[src/rtl/mcoi_buffer_regbank_pkg.sv]
// Shared definitions for the MCOI buffer-port register bank: clock/reset
// record, register word indices and byte-lane merge helpers.
package mcoi_buffer_regbank_pkg;

  localparam int          NUM_MOTORS       = 16;
  localparam logic [31:0] ID_VALUE_DEFAULT = 32'h4D43_4F49;
  localparam int          REG_IDX_W        = 6;

  // Register word indices (byte address = index << ADDR_LSB)
  localparam logic [REG_IDX_W-1:0] IDX_ID           = 6'd0;
  localparam logic [REG_IDX_W-1:0] IDX_EN           = 6'd1;
  localparam logic [REG_IDX_W-1:0] IDX_BOOST        = 6'd2;
  localparam logic [REG_IDX_W-1:0] IDX_PFAIL        = 6'd3;
  localparam logic [REG_IDX_W-1:0] IDX_PFAIL_STICKY = 6'd4;
  localparam logic [REG_IDX_W-1:0] IDX_IRQ_MASK     = 6'd5;
  localparam logic [REG_IDX_W-1:0] IDX_SW_A         = 6'd6;
  localparam logic [REG_IDX_W-1:0] IDX_SW_B         = 6'd7;
  localparam logic [REG_IDX_W-1:0] IDX_SCRATCH      = 6'd8;

  typedef enum logic [REG_IDX_W-1:0] {
    REG_ID           = IDX_ID,
    REG_EN           = IDX_EN,
    REG_BOOST        = IDX_BOOST,
    REG_PFAIL        = IDX_PFAIL,
    REG_PFAIL_STICKY = IDX_PFAIL_STICKY,
    REG_IRQ_MASK     = IDX_IRQ_MASK,
    REG_SW_A         = IDX_SW_A,
    REG_SW_B         = IDX_SW_B,
    REG_SCRATCH      = IDX_SCRATCH
  } regbank_addr_t;

  // Clock/reset record carried on the buffer port
  typedef struct packed {
    logic clk;
    logic reset;
  } ckrs_t;

  // Replace the bytes of a 32-bit word selected by the byte enables
  function automatic logic [31:0] byte_merge32(input logic [31:0] cur,
                                               input logic [31:0] wdata,
                                               input logic [3:0]  be);
    logic [31:0] res;
    res = cur;
    for (int i = 0; i < 4; i++) begin
      if (be[i]) res[8*i +: 8] = wdata[8*i +: 8];
    end
    return res;
  endfunction

  // Same for the 16-bit registers, which only see the two low lanes
  function automatic logic [15:0] byte_merge16(input logic [15:0] cur,
                                               input logic [15:0] wdata,
                                               input logic [1:0]  be);
    logic [15:0] res;
    res = cur;
    for (int i = 0; i < 2; i++) begin
      if (be[i]) res[8*i +: 8] = wdata[8*i +: 8];
    end
    return res;
  endfunction

  // Write-one-to-clear mask restricted to the enabled byte lanes
  function automatic logic [15:0] w1c_mask16(input logic [15:0] wdata,
                                             input logic [1:0]  be);
    return wdata & {{8{be[1]}}, {8{be[0]}}};
  endfunction

endpackage

[src/rtl/mcoi_buffer_regbank_sync.sv]
// Multi-bit, multi-stage synchroniser for quasi-static asynchronous status
// inputs. Each bit is synchronised independently; bits are not coherent.
module mcoi_sync_vector #(
  parameter int WIDTH  = 16,
  parameter int STAGES = 2
) (
  input  logic             clk,
  input  logic             rst,
  input  logic [WIDTH-1:0] d,
  output logic [WIDTH-1:0] q
);

  logic [STAGES-1:0][WIDTH-1:0] stage_q;
  logic [STAGES-1:0][WIDTH-1:0] stage_d;

  // Shift the chain by one stage per clock, new sample enters at stage 0
  always_comb begin
    stage_d = {stage_q[STAGES-2:0], d};
  end

  // Synchroniser flops, cleared by the asynchronous reset
  // NOTE: sequential state uses non-blocking assignments so every stage
  // samples its predecessor's pre-edge value and the chain really shifts.
  always_ff @(posedge clk or posedge rst) begin
    if (rst) stage_q <= '0;
    else     stage_q <= stage_d;
  end

  assign q = stage_q[STAGES-1];

endmodule

[src/rtl/mcoi_buffer_regbank.sv]
// MCOI buffer-port register bank: motor enable/boost control, synchronised
// fault and end-switch status, sticky fault capture with masked interrupt.
module mcoi_buffer_regbank
  import mcoi_buffer_regbank_pkg::*;
#(
  parameter logic [31:0] ID_VALUE    = ID_VALUE_DEFAULT,
  parameter int          SYNC_STAGES = 2,
  parameter int          ADDR_LSB    = 2
) (
  input  ckrs_t                  ClkRs_ix,
  input  logic                   en,
  input  logic [3:0]             we,
  input  logic [31:0]            addr,
  input  logic [31:0]            din,
  input  logic                   rst,
  output logic [31:0]            dout,
  input  logic [NUM_MOTORS-1:0]  pl_pfail,
  input  logic [NUM_MOTORS-1:0]  pl_sw_outa,
  input  logic [NUM_MOTORS-1:0]  pl_sw_outb,
  output logic [NUM_MOTORS-1:0]  motor_en,
  output logic [NUM_MOTORS-1:0]  motor_boost,
  output logic                   irq
);

  logic clk;
  logic reset;
  assign clk   = ClkRs_ix.clk;
  assign reset = ClkRs_ix.reset;

  // Only a 6-bit word index is decoded; the remaining address bits are
  // deliberately ignored so the bank aliases across the BRAM window.
  logic [REG_IDX_W-1:0] word_idx;
  logic                 unused_addr;
  assign word_idx    = addr[ADDR_LSB +: REG_IDX_W];
  assign unused_addr = ^addr;

  // Synchronised asynchronous inputs
  logic [NUM_MOTORS-1:0] pfail_s;
  logic [NUM_MOTORS-1:0] sw_a_s;
  logic [NUM_MOTORS-1:0] sw_b_s;

  mcoi_sync_vector #(.WIDTH(NUM_MOTORS), .STAGES(SYNC_STAGES)) u_sync_pfail (
    .clk (clk),
    .rst (reset),
    .d   (pl_pfail),
    .q   (pfail_s)
  );

  mcoi_sync_vector #(.WIDTH(NUM_MOTORS), .STAGES(SYNC_STAGES)) u_sync_sw_a (
    .clk (clk),
    .rst (reset),
    .d   (pl_sw_outa),
    .q   (sw_a_s)
  );

  mcoi_sync_vector #(.WIDTH(NUM_MOTORS), .STAGES(SYNC_STAGES)) u_sync_sw_b (
    .clk (clk),
    .rst (reset),
    .d   (pl_sw_outb),
    .q   (sw_b_s)
  );

  // Register state
  logic [NUM_MOTORS-1:0] en_q,      en_d;
  logic [NUM_MOTORS-1:0] boost_q,   boost_d;
  logic [NUM_MOTORS-1:0] mask_q,    mask_d;
  logic [NUM_MOTORS-1:0] sticky_q,  sticky_d;
  logic [31:0]           scratch_q, scratch_d;
  logic [31:0]           dout_q,    dout_d;
  logic                  irq_q,     irq_d;

  logic [NUM_MOTORS-1:0] sticky_clr;
  logic [31:0]           rd_data;

  // Read mux over the pre-edge register values, which makes a same-cycle
  // read of a register being written return its old contents
  // NOTE: every output of a combinational block gets a default first so no
  // path leaves it unassigned and no latch is inferred.
  always_comb begin
    rd_data = '0;
    case (word_idx)
      REG_ID:           rd_data = ID_VALUE;
      REG_EN:           rd_data = {16'h0, en_q};
      REG_BOOST:        rd_data = {16'h0, boost_q};
      REG_PFAIL:        rd_data = {16'h0, pfail_s};
      REG_PFAIL_STICKY: rd_data = {16'h0, sticky_q};
      REG_IRQ_MASK:     rd_data = {16'h0, mask_q};
      REG_SW_A:         rd_data = {16'h0, sw_a_s};
      REG_SW_B:         rd_data = {16'h0, sw_b_s};
      REG_SCRATCH:      rd_data = scratch_q;
      default:          rd_data = '0;
    endcase
  end

  // Byte-lane write decode, sticky capture and interrupt/readback next state
  always_comb begin
    en_d       = en_q;
    boost_d    = boost_q;
    mask_d     = mask_q;
    scratch_d  = scratch_q;
    sticky_clr = '0;

    if (en) begin
      case (word_idx)
        REG_EN:           en_d       = byte_merge16(en_q, din[15:0], we[1:0]);
        REG_BOOST:        boost_d    = byte_merge16(boost_q, din[15:0], we[1:0]);
        REG_IRQ_MASK:     mask_d     = byte_merge16(mask_q, din[15:0], we[1:0]);
        REG_PFAIL_STICKY: sticky_clr = w1c_mask16(din[15:0], we[1:0]);
        REG_SCRATCH:      scratch_d  = byte_merge32(scratch_q, din, we);
        default:          ;
      endcase
    end

    // A live fault always wins over a same-cycle software clear
    sticky_d = (sticky_q & ~sticky_clr) | pfail_s;

    irq_d = |(sticky_q & mask_q);

    // Port reset clears only the read data and overrides any read
    if (rst)     dout_d = '0;
    else if (en) dout_d = rd_data;
    else         dout_d = dout_q;
  end

  // Register bank state, asynchronously cleared
  always_ff @(posedge clk or posedge reset) begin
    if (reset) begin
      en_q      <= '0;
      boost_q   <= '0;
      mask_q    <= '0;
      sticky_q  <= '0;
      scratch_q <= '0;
      dout_q    <= '0;
      irq_q     <= 1'b0;
    end else begin
      en_q      <= en_d;
      boost_q   <= boost_d;
      mask_q    <= mask_d;
      sticky_q  <= sticky_d;
      scratch_q <= scratch_d;
      dout_q    <= dout_d;
      irq_q     <= irq_d;
    end
  end

  // A latched fault forces the motor off without touching the EN register
  assign motor_en    = en_q & ~sticky_q;
  assign motor_boost = boost_q;
  assign irq         = irq_q;
  assign dout        = dout_q;

endmodule

[config.mk]
export PLATFORM = sky130hd
export DESIGN_NAME = mcoi_buffer_regbank
export DESIGN_NICKNAME = d
export VERILOG_FILES = /design/src/rtl/mcoi_buffer_regbank_pkg.sv /design/src/rtl/mcoi_buffer_regbank_sync.sv /design/src/rtl/mcoi_buffer_regbank.sv
export SDC_FILE = /design/constraint.sdc
export NUM_CORES = 1
export LEC_CHECK = 0
export CAP_MARGIN = 10
export CORE_MARGIN = 3
export CORE_UTILIZATION = 42
export DETAILED_ROUTE_END_ITERATION = 10
export HOLD_SLACK_MARGIN = 0.1
export PLACE_DENSITY_LB_ADDON = 0.1
export SLEW_MARGIN = 10
export SYNTH_ARGS = -nofsm -noshare
export SYNTH_HDL_FRONTEND = slang
export SYNTH_SLANG_ARGS = --single-unit
[constraint.sdc]
create_clock -name ClkRs_ix -period 3.15 [get_ports ClkRs_ix]
set_clock_uncertainty 0.05 [all_clocks]
set_input_delay 0.63 -clock ClkRs_ix [delete_from_list [all_inputs] [get_ports ClkRs_ix]]
set_output_delay 0.63 -clock ClkRs_ix [all_outputs]
set_load 0.02 [all_outputs]
=== After elaboration in Yosys (flattened, before gate mapping) ===
Cells that the tools add are included.

* Equality and inequality tests: 8
* Muxes and demuxes: 5
* Bitwise gates (word level): 7
* Reduce and logical (&&, ||, !) cells: 13

{| class="wikitable"
|+ Operators by type and width
! cell !! count
|-
| 32-bit case mux with 9 select lines || 1
|-
| 16-bit bitwise AND || 4
|-
| 32-bit two-way mux || 2
|-
| 16-bit two-way mux || 2
|-
| 16-bit inverter || 2
|-
| 3-bit AND reduction || 10
|-
| 6-bit by 3-bit == test with 1-bit output (second input constant) || 4
|-
| 16-bit OR || 1
|-
| 16-bit OR reduction || 1
|-
| 6-bit by 2-bit == test with 1-bit output (second input constant) || 2
|-
| 6-bit by 1-bit == test with 1-bit output (second input constant) || 1
|-
| 6-bit by 4-bit == test with 1-bit output (second input constant) || 1
|-
| 6-bit zero test || 1
|-
| 2-bit nonzero test || 1
|}

* Bits in registers: 225
* Input port bits: 120
* Output and inout port bits: 65
* Word-level logic and storage cells: 52

=== Longest topological paths before layout ===
Gate-level depths: netlist of the first run.

* Depth in word-level cells: 6
* Mapped depth: 7
* Mapped depth without buffers: 4

=== By module ===
From an unflattened synthesis of the first run, not the netlist that was laid out.

* Cells, all modules: 615
* Area, all modules: 8508.2 um2

{| class="wikitable"
|+ By module, submodules not included
! module !! times used !! cells an instance !! area each (um2) !! seq. area each (um2)
|-
| mcoi_buffer_regbank || 1 || 516 || 6094.6 || 3228.1
|-
| mcoi_sync_vector || 3 || 33 || 804.5 || 800.8
|}

=== Worst setup path before layout of the first run ===
Ideal clock, no wire load.

* Path type: input -> register
* From: input port addr[6]
* To: register boost_q[0] (netlist: motor_boost[0])
* Data arrival time: 1.941 ns
* Data required time: 2.975 ns
* Setup slack: 1.034 ns
* Cell stages on the path: 6
* Cells stage by stage: buf_4 > or3_4 > buf_6 > nor3_4 > nand3_4 > mux2_2

* Word-level cells in the longest chain between the ends: 2

{| class="wikitable"
|+ Ends and longest elaborated chain
! what !! RTL line !! source
|-
| start, declared || mcoi_buffer_regbank.sv:13 || <nowiki>input logic [31:0] addr,</nowiki>
|-
| 6-bit by 2-bit == test with 1-bit output || mcoi_buffer_regbank.sv:104 || <nowiki>case (word_idx)</nowiki>
|-
| 3-bit AND reduction (no source line) || - ||
|-
| end signal, assigned || mcoi_buffer_regbank.sv:137 || <nowiki>boost_q <= boost_d;</nowiki>
|-
| end, declared || mcoi_buffer_regbank.sv:65 || <nowiki>logic [NUM_MOTORS-1:0] boost_q, boost_d;</nowiki>
|}

No other way between the ends.
A chain may end at the register's enable or synchronous reset.

=== Worst setup path after layout of the first run ===
* From: input port addr[2]
* To: register scratch_q[9]

* Word-level cells in the longest chain between the ends: 2

{| class="wikitable"
|+ Ends and longest elaborated chain
! what !! RTL line !! source
|-
| 6-bit by 4-bit == test with 1-bit output || mcoi_buffer_regbank.sv:104 ||
|-
| 3-bit AND reduction (no source line) || - ||
|-
| end signal, assigned || mcoi_buffer_regbank.sv:140 || <nowiki>scratch_q <= scratch_d;</nowiki>
|-
| end, declared || mcoi_buffer_regbank.sv:68 || <nowiki>logic [31:0] scratch_q, scratch_d;</nowiki>
|}

No other way between the ends.

==> reports/metrics.csv, run 1 <==
metric;value;unit
post_cts_buffers;0;
worstMarginPinSlew;0.691;ns
layout_min_cycle_time;2.69;ns
dieArea;22900;um^2
max_stage_delay;0.55;ns
ant_nets;0;
clk_latency;0.51;ns
synth-seq-cells;225;
detail_route.wl_per_cell;19.9;um
cp_slowest_cell;clkdlybuf4s50_1;
cts_tree;yes;
worst_slack;0.464;ns
synth.avg_cell_area;13.5;um^2
drc;0;
crit_path_start_kind;input port;
crit_family;simple AND/OR/NAND/NOR gates;
ys_seq_area_share;63.3;%
arrival;3.03;ns
gp_congestion;0.896;
routed_wirelength;28000;um
synthDistinctLibCells;58;
grt_pass1_vias;9640;
hold_class;reg -> reg;
syn_area;8890;um^2
path_buf_inv;2;
critical_path_class;in -> reg;
grt_max_degree;25;
relSlewSlack;53.9;%
peakVddDrop;593;uV
clk_pin_slew;0.06;ns
io_pins;185;
io_buffers;157;
fin_util;71.9;%
rows;52;
dp.final_hpwl;16600;um
p_leak;5.67;nW
path_max_fanout;11;
maxSlewViolCount;0;
maxCapViolations;0;
coreArea;20500;um^2
track_usage;25.3;%
hold_ws;0.294;ns
setup_violations;0;
drt_iter0_markers;524;
pre_cts_ws;-1.41;ns
dr.pass1.iters;5;
synth-main-ff-cell;dfrtp_1;
start_util;43.4;%
synth_cells;656;
rsz0062_at_grt;false;
synth_fp_nets;776;
antenna_found_initial;1;
avgViaCountPerCell;5.39;
synth_edf_count;0;
outcome;complete, no violations;
grt_pass1_wl;43500;um
syn2layout_area_growth;65.7;%
num-fill-cells;1367;
die_height;151;um
setup_tns;0;ns
max_freq;372;MHz
dieWidth;151;um
grt-ovfl-total;0;
worstSetupEndpointType;flop;
hold_viol;0;
drive_above_1_share;40.9;%
timing.final.crit_share;85.3;%
synth_warnings;0;
hold_buffers;0;
fin_nets;1230;
routed-via-count;7600;
cts_resized;0;
path_cells;clkdlybuf4s50_1 > buf_4 > or3_4 > nor2_2 > nand3_1 > mux2_2;
cp.required;3.50;ns
power_density;983;nW/um^2
async_flop_share;100;%
metrics by stage:
| stage | power (W) | area (um^2) | std cells |
|---|---|---|---|
| floorplan | 0.00416 | 8890 | 656 |
| global placement | 0.00445 | 11000 | 1086 |
| detailed placement | 0.00447 | 11000 | 1086 |
| CTS | 0.0148 | 14700 | 1408 |
| global route | 0.0155 | 14700 | 1408 |
| finish | 0.0145 | 14700 | 1409 |
logic make-up (layout without fill, tap and decap cells):
| group | Yosys count | count (layout) | share of synthesized area [%] |
|---|---|---|---|
| buffers and inverters | 41 | 523 | 2.06 |
| flip-flops | 225 | 225 | 63.3 |
| AND/OR/NAND/NOR | 173 | 173 | 11.9 |
| multiplexers | 110 | 110 | 13.7 |
| AO/OA/AOI/OAI | 107 | 107 | 9.07 |
| other | 0 | 1 | 0 |
Yosys cell counts, drive strengths merged, types with 2 or more instances:
cell type,instances,share of area [%]
a21oi,4,0.23
o22ai,4,0.28
and2,2,0.14
nand3b,3,0.25
a211oi,8,0.68
mux2,82,10
buf,15,0.94
a31oi,6,0.42
a22oi,4,0.34
a22o,14,1.4
a311o,2,0.23
nor4b,3,0.30
o2111a,2,0.25
a21boi,6,0.51
a222oi,2,0.23
nand4,2,0.14
nor3,27,1.9
and3,6,0.42
dfrtp,225,63
mux2i,27,3.0
nor2,13,0.61
clkbuf,17,0.73
o21ai,15,0.84
or2,2,0.14
and4,2,0.20
nor2b,34,2.4
a32oi,4,0.39
nor4,6,0.42
or3,5,0.41
a221oi,7,0.69
nand2,39,1.6
inv,9,0.38
a21o,16,1.4
or3b,7,0.75
a2111oi,5,0.49
o32ai,4,0.39
nand3,18,1.8
worst reg2reg max path: stages, from the launching register on:
cell and delay, ns:
dfrtp_1 0.42, mux2i_1 0.18, a211oi_1 0.11, nor4_1 0.58, buf_4 0.21, o21ai_0 0.06
sequential cells by signal, indices dropped and copies added (netlist names):
register / flops
mask_q: 16
scratch_q: 32
u_sync_sw_b.q: 16
motor_boost: 16
u_sync_pfail.stage_d: 16
dout: 32
u_sync_pfail.q: 16
sticky_q: 16
en_q: 16
u_sync_sw_a.stage_d: 16
u_sync_sw_a.q: 16
u_sync_sw_b.stage_d: 16
irq: 1
metal layers:
layer / global-route usage (%) / vias to the layer above / wire length [um]
li1: - / 3322 / -
met1: 27.2 / 3758 / 10800
met2: 34.3 / 418 / 13500
met3: 14.8 / 102 / 2620
met4: 23.5 / 0 / 1070
met5: 0 / - / 0
area by class of cell:
type                    count  area (um^2)  area share [%]
clock buffers              75         1800            12.2
diodes                      1         2.50          0.0170
flip-flops and latches    225         5630            38.2
inverters                   8         30.0           0.204
clock inverters           248         1980            13.4
multi-input cells         390         3080            20.9
repair buffers            192         1870            12.7
well taps                 270          338            2.29
cell usage in the layout, fill, tap and decap left out, drive strengths merged, types with 15 or more instances in the layout:
master / instances
nor3: 27
mux2: 82
clkdlybuf4s50: 157
nor2b: 34
nand2: 39
mux2i: 27
a21o: 16
buf: 35
nand3: 18
o21ai: 15
clkinvlp: 235
clkbuf: 75
dfrtp: 225
power by group:
part           total (W)  switching [W]  internal, W
Clock             0.0109        0.00527      0.00564
Combinational   0.000536       0.000243     0.000293
Sequential       0.00303      0.0000872      0.00295
Total             0.0145        0.00560      0.00888
final timing paths:
kind | cells after the start | end | slack (ns) | from
max | 6 | scratch_q[9]$_DFFE_PP0P_ | 0.46 | addr[2]
min | 0 | u_sync_pfail.q[15]$_DFF_PP0_ | 0.29 | u_sync_pfail.stage_d[31]$_DFF_PP0_
max reg2reg | 5 | dout[14]$_DFFE_PP0P_ | 1.42 | sticky_q[14]$_DFF_PP0_
min reg2reg | 0 | u_sync_pfail.q[15]$_DFF_PP0_ | 0.29 | u_sync_pfail.stage_d[31]$_DFF_PP0_
max in group asynchronous | 4 | en_q[14]$_DFFE_PP0P_ | 1.66 | ClkRs_ix[0]
min in group asynchronous | 4 | motor_boost[7]$_DFFE_PP0P_ | 1.29 | ClkRs_ix[0]
(Power assumes the default switching activity.)
==> run 2: changes to the inputs <==
--- a/config.mk
+++ b/config.mk
@@ -6,7 +6,6 @@
 export NUM_CORES = 1
 export LEC_CHECK = 0
 export CAP_MARGIN = 10
-export CORE_MARGIN = 3
 export CORE_UTILIZATION = 42
 export DETAILED_ROUTE_END_ITERATION = 10
 export HOLD_SLACK_MARGIN = 0.1
@@ -15,3 +14,4 @@
 export SYNTH_ARGS = -nofsm -noshare
 export SYNTH_HDL_FRONTEND = slang
 export SYNTH_SLANG_ARGS = --single-unit
+export TNS_END_PERCENT = 20
==> constraint.sdc (replaced) <==
create_clock -name ClkRs_ix -period 3.15 [get_ports ClkRs_ix]
set_clock_uncertainty 0.05 [all_clocks]
set_input_delay 0.7875 -clock ClkRs_ix [delete_from_list [all_inputs] [get_ports ClkRs_ix]]
set_output_delay 0.7875 -clock ClkRs_ix [all_outputs]
set_load 0.02 [all_outputs]
==> run 2 against run 1 <==
Worst setup slack better by 0.023 ns. Global-route usage up 1.7 points. Hold slack about the same. Critical path type is now reg -> out. Largest power group unchanged.
==> reports/metrics.csv, run 2 (synthesis gave the netlist of run 1 again) <==
metric;value;unit
outcome;complete, no violations;
detail_route.wl_per_cell;19.5;um
worstSetupEndpointType;output port;
hold_class;reg -> reg;
rows;52;
critPathLaunch;sticky_q[15]$_DFF_PP0_;
path_max_fanout;4;
drive_above_1_share;41.8;%
min_path_cells;0;
grt_pass1_wl;44300;um
maxSlewViolCount;0;
cp.required;2.31;ns
critical_path_class;reg -> out;
max_stage_delay;0.65;ns
path_buf_inv;1;
fin_nets;1246;
max_freq;375;MHz
grt-ovfl-total;0;
final_cells;1430;
clk_latency;0.52;ns
layout_commonest_cell;clkinvlp_4;
track_usage;27.0;%
crit_family;buffers and inverters;
io_pins;185;
routed-via-count;7572;
drc;0;
dp.final_hpwl;16300;um
setup_violations;0;
dr.pass1.iters;5;
worstMarginPinSlew;0.718;ns
worst_slack;0.487;ns
cts_resized;0;
reg2reg_to;dout[10]$_DFFE_PP0P_;
hold_end;u_sync_pfail.q[8]$_DFF_PP0_;
gp_congestion;0.866;
dieWidth;147;um
setup_tns;0;ns
layout_min_cycle_time;2.66;ns
relSlewSlack;52.1;%
diodes;0;
power_density;977;nW/um^2
path_cells;nor2b_1 > clkdlybuf4s50_1;
maxCapViolations;0;
start_util;43.4;%
pre_cts_ws;-1.41;ns
hp-start;u_sync_pfail.stage_d[24]$_DFF_PP0_;
antenna_found_initial;0;
drt_iter0_markers;509;
power;0.0145;W
hold_viol;0;
timing.final.crit_share;84.5;%
grt_max_degree;40;
arrival;1.83;ns
die_height;147;um
rsz0062_at_grt;false;
coreArea;20500;um^2
ant_nets;0;
syn2layout_area_growth;66.8;%
peakVddDrop;755;uV
placed_cells;1101;
final_cell_mix;clkinvlp_4 (242), dfrtp_1 (225), clkdlybuf4s50_1 (157);
reg2regPathDepth;5;
dieArea;21700;um^2
p_leak;5.71;nW
routed_wirelength;27900;um
avgViaCountPerCell;5.30;
grt_pass1_vias;9934;
reg2reg_from;u_sync_sw_b.q[10]$_DFF_PP0_;
post_cts_buffers;0;
hold_buffers;0;
crit_path_start_kind;flop;
r2r_setup_slack;1.41;ns
cts_tree;yes;
clk_pin_slew;0.06;ns
io_buffers;157;
cp_slowest_cell;clkdlybuf4s50_1;
[run 2: metal layers]
layer / wire length (um) / vias to the layer above / track usage (%)
met1: 11200 / 3746 / 28.4
met3: 2110 / 104 / 15.3
met2: 13400 / 359 / 37.0
li1: - / 3363 / -
met5: 0 / - / 0
met4: 1170 / 0 / 27.6
[run 2: cell type report]
class	count	area, um^2
repair buffers	207	1960
fillers	1417	5670
clock buffers	82	1880
well taps	270	338
clock inverters	248	1910
flip-flops and latches	225	5630
inverters	8	30.0
multi-input cells	390	3080
[run 2: worst register-to-register path: stages, from the launching register on]
cell      delay (ns)
dfrtp_1         0.37
a21boi_0        0.31
a211oi_1        0.11
nor4_1          0.50
buf_4           0.19
o21ai_0         0.07
[run 2: how the worst max path moves through the flow]
stage | slack (ns) | depth (start not counted) | to
finish | 0.49 | 2 | motor_en[15]
global route | 0.43 | 7 | dout[10]$_DFFE_PP0P_
CTS | 0.48 | 2 | motor_en[10]
detailed placement | -1.41 | 1 | dout[0]$_DFFE_PP0P_
global placement | -1.41 | 1 | dout[0]$_DFFE_PP0P_
floorplan | -1.41 | 1 | dout[0]$_DFFE_PP0P_
[run 2: power breakdown]
| group | internal (W) | switching, W |
|---|---|---|
| logic | 0.000296 | 0.000242 |
| clock network | 0.00548 | 0.00543 |
| registers | 0.00295 | 0.0000874 |
[run 2: through the flow]
stage / hold WS (ns) / util [%] / cell area, um^2
finish: 0.294 / 72.3 / 14800
global route: 0.298 / 72.3 / 14800
CTS: 0.293 / 72.3 / 14800
detailed placement: 0.285 / 53.9 / 11000
global placement: 0.283 / 53.9 / 11000
floorplan: 0.281 / - / 8890
==> run 3: changes to the inputs <==
==> constraint.sdc (replaced) <==
create_clock -name ClkRs_ix -period 2.18 [get_ports ClkRs_ix]
set_clock_uncertainty 0.05 [all_clocks]
set_input_delay 0.545 -clock ClkRs_ix [delete_from_list [all_inputs] [get_ports ClkRs_ix]]
set_output_delay 0.545 -clock ClkRs_ix [all_outputs]
set_load 0.02 [all_outputs]
==> run 3 against run 2 <==
Combinational power grew 49%. Sequential share of layout area fell by 0.63 points. Clock power increased by 46%. Sequential cell count stayed put. First-iteration DRC count shrank 14%. Die area is the same. Hold slack worse by 0.0012 ns. Design area is 1.7% higher. Core utilization grew 1.2 points. Total power is 46% higher. Register-to-register slack got worse by 1.0 ns. Critical endpoint is now sticky_q[11]$_DFF_PP0_.
==> reports/metrics.csv, run 3 (synthesis gave the netlist of run 1 again) <==
metric;value;unit
routed-via-count;7689;
hold_ws;0.293;ns
diodes;0;
coreArea;20500;um^2
post_cts_buffers;0;
fin_util;73.5;%
cp.required;2.53;ns
avgViaCountPerCell;5.30;
start_util;43.4;%
detail_route.wl_per_cell;19.3;um
ant_nets;0;
power_density;1400;nW/um^2
clk_pin_slew;0.06;ns
fin_nets;1269;
antenna_found_initial;0;
layout_min_cycle_time;2.17;ns
drc;0;
worst_slack;0.0113;ns
drt_iter0_markers;440;
maxSlewViolCount;0;
dp.final_hpwl;16800;um
grt-ovfl-total;0;
pre_cts_ws;-1.90;ns
dieArea;21700;um^2
path_buf_inv;4;
max_freq;461;MHz
gp_congestion;0.867;
num-fill-cells;1362;
syn2layout_area_growth;69.6;%
placed_cells;1125;
maxCapViolations;0;
io_pins;185;
grt_pass1_wl;44300;um
hold_viol;0;
power;0.0211;W
p_leak;6.04;nW
seqPwrFrac;20.8;%
dr.pass1.iters;5;
final_cells;1452;
rows;52;
critical_path_class;in -> reg;
rsz0062_at_grt;true;
cpMostUsedCell;buf_4;
arrival;2.52;ns
hold_buffers;0;
die_height;147;um
hold_class;reg -> reg;
worstSetupEndpointType;flop;
grt_pass1_vias;9839;
drive_above_1_share;43.1;%
final_cell_mix;clkinvlp_4 (236), dfrtp_1 (225), clkdlybuf4s50_1 (134);
cts_tree;yes;
relSlewSlack;52.2;%
p_int;0.0128;W
path_max_fanout;6;
grt_max_degree;34;
combPwrFrac;3.8;%
track_usage;27.1;%
dieWidth;147;um
max_stage_delay;0.50;ns
peakVddDrop;788;uV
crit_path_start_kind;input port;
crit_family;buffers and inverters;
routed_wirelength;28000;um
outcome;complete, no violations;
clk_latency;0.53;ns
p_sw;0.00834;W
worstMarginPinSlew;0.717;ns
io_buffers;157;
cp_slowest_cell;clkdlybuf4s50_1;
setup_violations;0;
path_cells;clkdlybuf4s50_1 > buf_4 > or3_4 > buf_4 > nor3_2 > buf_4 > nand2_1 > a21o_1;
p_clk_share;75.4;%
layout_commonest_cell;clkinvlp_4;
cts_resized;18;
switching_share;39.5;%
timing.final.crit_share;99.5;%
==> run 3: final cells by class <==
type | instances | area [um^2] | area share (%)
Inverter | 8 | 30.0 | 0.199
Timing Repair Buffer | 231 | 2160 | 14.3
Clock inverter | 252 | 2020 | 13.4
Clock buffer | 76 | 1790 | 11.9
Sequential cell | 225 | 5630 | 37.4
Multi-Input combinational cell | 390 | 3100 | 20.6
Tap cell | 270 | 338 | 2.24
==> run 3: path summary, 6_finish.rpt <==
path	start	endpoint	slack, ns	cells past startpoint
worst max register to register	sticky_q[4]$_DFF_PP0_	irq$_DFF_PP0_	0.40	3
min in group asynchronous	ClkRs_ix[0]	u_sync_sw_a.q[15]$_DFF_PP0_	0.79	4
max in group asynchronous	ClkRs_ix[0]	mask_q[12]$_DFFE_PP0P_	1.17	4
worst min-delay path	u_sync_sw_b.stage_d[31]$_DFF_PP0_	u_sync_sw_b.q[15]$_DFF_PP0_	0.29	0
worst max-delay path	addr[2]	sticky_q[11]$_DFF_PP0_	0.01	8
worst min register to register	u_sync_sw_b.stage_d[31]$_DFF_PP0_	u_sync_sw_b.q[15]$_DFF_PP0_	0.29	0
==> run 3: metrics by stage <==
step                setup TNS, ns  area [um^2]
finish                          0        15100
global route                    0        15100
CTS                             0        15000
detailed placement        -480.87        11200
global placement          -477.65        11200
floorplan                 -427.05         8890
==> run 3: power groups by stage <==
stage          registers [W]  clock network (W)  logic [W]
6_report             0.00439             0.0159   0.000802
5_1_grt              0.00440             0.0172   0.000846
4_1_cts              0.00438             0.0165   0.000796
3_5_place_dp         0.00447            0.00122   0.000785
3_3_place_gp         0.00446            0.00122   0.000770
2_1_floorplan        0.00447            0.00122   0.000331
==> run 3: per-layer routing <==
metal | vias to the layer above | global-route usage [%] | wire length (um)
li1 | 3415 | - | -
met1 | 3803 | 29.1 | 11200
met2 | 375 | 37.1 | 13500
met3 | 96 | 14.8 | 2230
met4 | 0 | 26.6 | 1090
met5 | - | 0 | 0
